$ cat config.mk
export PLATFORM = sky130hd
export DESIGN_NAME = design_dut
export DESIGN_NICKNAME = d
export VERILOG_FILES = /design/src/rtl/design_dut.sv
export SDC_FILE = /design/constraint.sdc
export NUM_CORES = 1
export LEC_CHECK = 0
export CORE_UTILIZATION = 65
export DETAILED_ROUTE_END_ITERATION = 10
export GPL_TIMING_DRIVEN = 0
export PLACE_DENSITY_LB_ADDON = 0.12
export SLEW_MARGIN = 25
export SYNTH_ARGS = -nofsm -noshare
export SYNTH_HDL_FRONTEND = slang
export SYNTH_SLANG_ARGS = --single-unit
export TNS_END_PERCENT = 1
$ cat constraint.sdc
create_clock -name p_clk -period 22.4 [get_ports p_clk]
set_input_delay 3.36 -clock p_clk [delete_from_list [all_inputs] [get_ports p_clk]]
set_output_delay 3.36 -clock p_clk [all_outputs]
set_load 0.1 [all_outputs]
$ cat src/rtl/design_dut.sv
// design_dut: instruction FIFO feeding an 8-op ALU with a registered result and a one-cycle valid strobe.
// Define SIGNED_OPS_EN to treat A/B as 14-bit two's complement and to use signed SLT/SGT.
module design_dut #(
   parameter int DEPTH = 16,
   parameter int AW    = 4
) (
   input  logic        p_clk,
   input  logic        rst,
   input  logic [31:0] data_in,
   input  logic        w_req,
   input  logic        r_req,
   output logic [27:0] data_out,
   output logic        valid,
   output logic        full,
   output logic        empty
);
   logic [31:1] r_mem [DEPTH];
   logic [AW:0] r_wr_ptr, r_rd_ptr, w_wr_nxt, w_rd_nxt;
   logic        r_full, r_empty, r_valid;
   logic [27:0] r_data;
   logic        w_do_wr, w_do_rd, w_unused;
   logic [31:1] w_word;
   logic [2:0]  w_op;
   logic [27:0] w_a, w_b, w_res;
   logic        w_lt, w_gt;

   assign w_unused = data_in[0];
   assign w_do_wr  = w_req & ~r_full;
   assign w_do_rd  = r_req & ~r_empty;
   assign w_wr_nxt = r_wr_ptr + {{AW{1'b0}}, w_do_wr};
   assign w_rd_nxt = r_rd_ptr + {{AW{1'b0}}, w_do_rd};
   assign w_word   = r_mem[r_rd_ptr[AW-1:0]];
   assign w_op     = w_word[31:29];

`ifdef SIGNED_OPS_EN
   assign w_a  = {{14{w_word[28]}}, w_word[28:15]};
   assign w_b  = {{14{w_word[14]}}, w_word[14:1]};
   assign w_lt = $signed(w_a) < $signed(w_b);
   assign w_gt = $signed(w_a) > $signed(w_b);
`else
   assign w_a  = {14'd0, w_word[28:15]};
   assign w_b  = {14'd0, w_word[14:1]};
   assign w_lt = w_a < w_b;
   assign w_gt = w_a > w_b;
`endif

   // ALU: low 28 bits of the product are exact for both 14x14 unsigned and sign-extended operands
   always_comb begin
      w_res = 28'd0;
      case (w_op)
         3'd0:    w_res = w_a + w_b;
         3'd1:    w_res = w_a - w_b;
         3'd2:    w_res = w_a & w_b;
         3'd3:    w_res = w_a | w_b;
         3'd4:    w_res = w_a * w_b;
         3'd5:    w_res = {27'd0, w_lt};
         3'd6:    w_res = {27'd0, w_gt};
         default: w_res = w_a ^ w_b;
      endcase
   end

   // Storage needs no reset; the spare bit is never stored
   always_ff @(posedge p_clk)
      if (w_do_wr) r_mem[r_wr_ptr[AW-1:0]] <= data_in[31:1];

   // Pointers, flags and the registered result update together
   always_ff @(posedge p_clk or negedge rst)
      if (!rst) begin
         r_wr_ptr <= '0;
         r_rd_ptr <= '0;
         r_full   <= 1'b0;
         r_empty  <= 1'b1;
         r_valid  <= 1'b0;
         r_data   <= 28'd0;
      end else begin
         r_wr_ptr <= w_wr_nxt;
         r_rd_ptr <= w_rd_nxt;
         r_empty  <= w_wr_nxt == w_rd_nxt;
         r_full   <= (w_wr_nxt[AW-1:0] == w_rd_nxt[AW-1:0]) && (w_wr_nxt[AW] != w_rd_nxt[AW]);
         r_valid  <= w_do_rd;
         if (w_do_rd) r_data <= w_res;
      end

   assign data_out = r_data;
   assign valid    = r_valid;
   assign full     = r_full;
   assign empty    = r_empty;
endmodule

==> impl_metrics.csv <==
group,metric,value,unit
routing,vias,18340,
logic_synthesis,synth-xor-area-share,1.425,%
sta,period_share,44.25,%
logic_synthesis,synth_top_cell_area_share,51.55,%
critical_path,critical_path.max_stage_delay,0.72,ns
final_layout,diodes,0,
global_routing,grt_pass1_wl,121000,µm
logic_synthesis,yosys_warnings,0,
logic_synthesis,synthCells,1973,
final_layout,finalNetCount,2449,
logic_synthesis,syn_avg_cell_area,14.64,µm²
critical_path,reg2reg_slack,12.49,ns
sta,fmax,100.9,MHz
critical_path,crit_type,"flop to flop",
critical_path,startpoint,"r_rd_ptr[1]$_DFF_PN0_",
clock_tree,htreeDepth,2,
clock_tree,cts.clk_slew.worst_paths,0.06,ns
global_routing,gr-total-overflow,0,
critical_path,crit_family,"adder cells",
placed_design,hpwl,54090,µm
sta,slew_headroom,34.69,%
floorplanning,die_h,212.8,µm
final_layout,final_common_cell,"edfxtp_1",
final_layout,drive_gt1_share,14.92,%
logic_synthesis,synth_top_cell_by_area,"edfxtp_1",
critical_path,endpoint_kind,"flop",
logic_synthesis,ys_types,68,
routing,wl,80860,µm
logic_synthesis,synth-compound-area-share,4.803,%
logic_synthesis,synth_ff_type,"edfxtp_1",
placed_design,io_buffers,65,
sta,period_needed,9.913,ns
critical_path,cp.required,22.87,ns
floorplanning,rows,76,
routing,drt_iter0_drc,2007,
floorplanning,pin_count,67,
sta,worstMarginPinSlew,0.9765,ns
routing,via_per_inst,6.651,
critical_path,crit_fanout,11,
routing,first_pass_iters,8,
logic_synthesis,synth_edf_count,496,
hold_path,min_path_type,"flop to flop",
logic_synthesis,muxShareOfSynthArea,12.56,%
sta,maxSlewViolCount,0,
sta,tns,0,ns
placed_design,place.gp.congestion,0.9825,
routing,antenna_left,0,
placed_design,placed_cells_incl_taps,2664,
clock_tree,postCtsSetupBuffers,0,
clock_tree,post_cts_resized,0,
clock_tree,clkSinkCount,537,
floorplanning,die_area,0.04529,mm²
final_layout,layout_common_cells,"edfxtp_1, inv_1, nand2_1, mux4_2, fa_1",
logic_synthesis,synth_fa_ha_area_share,15.88,%
logic_synthesis,async_flop_share,7.635,%
clock_tree,cts_buffer_depth,3,
global_routing,grt_pass1_vias,19320,
clock_tree,tritoncts,"done",
floorplanning,die_width,212.8,µm
routing,drc_errors,0,
logic_synthesis,yosysSeqAreaShare,55.11,%
hold_path,min_from,"data_out[4]$_DFFE_PN0P_",
global_routing,grt.total_usage,37.49,%
global_routing,grt_antenna_before_repair,1,
critical_path,r2r_start,"r_rd_ptr[1]$_DFF_PN0_",
logic_synthesis,synthSimpleGateAreaFrac,6.197,%
outcome,status,"finished clean",
final_layout,area_growth,13.14,%
clock_tree,clock_latency,0.62,ns
routing,wire_per_inst,29.33,µm
sta,finalSetupViolCount,0,
clock_tree,cts_hold_buf,0,
logic_synthesis,synth_area,0.02889,mm²
final_layout,fin_cells,2757,
clock_tree,cts_root_buf,"clkbuf_16",
final_layout,fillers,2570,
final_layout,final_core_utilization,75.22,%
critical_path,critPathLaunchType,"flop",
logic_synthesis,syn-num-nets,2290,
logic_synthesis,synth_top_family_by_area,"adder cells",
sta,finalHoldViolCount,0,
flow_run,maxCapViolCount,0,
clock_tree,numCtsBuffers,51,
critical_path,cp.buffers_inverters,10,
sta,clock_skew,0.03702,ns
logic_synthesis,ys_seq_elements,537,
final_layout,multiInputGateArea,0.01194,mm²
logic_synthesis,synth_area_leaders,"edfxtp_1, mux4_2, fa_1, ha_1, dfrtp_1",
sta,rsz0062_at_grt,"no",
global_routing,grt_max_degree,31,
critical_path,crit_arrival,10.38,ns
floorplanning,start_util,66.48,%
critical_path,cpMaxStageDelayCell,"o21ai_0",
final_layout,seq_area,0.01592,mm²
floorplanning,fp.coreArea,0.04346,mm²
## tightest hold or removal path: stages, from the launching register on
cell,delay (ns)
dfrtp_1,0.34
nand2_1,0.05
o31ai_1,0.05
## through the flow
step | hold WS (ns) | area, µm² | setup WS [ns]
global route | 0.5150 | 32690 | 12.09
CTS | 0.4840 | 32680 | 11.93
detailed placement | 0.4707 | 31060 | 12.19
global placement | 0.4652 | 30270 | 12.26
finish | 0.4818 | 32690 | 12.49
floorplan | 0.4770 | 28890 | 14.44
## registers in the layout (all words and copies together) (netlist names)
name      count
data_out     28
empty         1
valid         1
r_rd_ptr      5
r_mem       496
full          1
r_wr_ptr      5
## layout make-up
type	count	area share, %
Buffer	84	1.087
Clock buffer	60	4.008
Clock inverter	33	0.9225
Inverter	216	2.480
Multi-Input combinational cell	1136	36.54
Sequential cell	537	48.71
Tap cell	585	2.239
Timing Repair Buffer	106	4.019
## cell families after synthesis
logic type / after synthesis
DFF: 537
buffers and inverters: 300
and+or+nand+nor: 418
muxes: 181
AOI/OAI and AO/OA: 209
xor gates and xnor gates: 47
adders and majority gates: 281
## per-layer routing
metal  share of wire (%)  track usage [%]  up-vias
met3                 9.7            6.148      290
met4                 5.7            20.32        2
li1                    -                -     7529
met5               0.014                0        -
met2                  49            61.40     1284
met1                  36            48.45     9232
## synthesized netlist by cell type, types with 24 or more instances
| cell type | n |
|---|---|
| edfxtp_1 | 496 |
| inv_1 | 209 |
| nand2_1 | 164 |
| nor2_1 | 148 |
| mux4_2 | 144 |
| fa_1 | 143 |
| ha_1 | 138 |
| clkbuf_1 | 59 |
| a21oi_1 | 57 |
| dfrtp_1 | 40 |
| o21ai_0 | 32 |
| nand3_1 | 26 |
| xnor2_1 | 26 |
| mux2i_1 | 24 |
## final timing paths
| path | depth (start not counted) | endpoint |
|---|---|---|
| max in group asynchronous | 2 | data_out[18]$_DFFE_PN0P_ |
| hold reg to reg | 2 | data_out[4]$_DFFE_PN0P_ |
| min in group asynchronous | 1 | r_rd_ptr[0]$_DFF_PN0_ |
| setup / recovery | 29 | data_out[26]$_DFFE_PN0P_ |
| hold / removal | 2 | data_out[4]$_DFFE_PN0P_ |
| setup reg to reg | 29 | data_out[26]$_DFFE_PN0P_ |
Power is not shown: default switching activity piles up to over one toggle a cycle in this logic, so the estimate is an artifact.
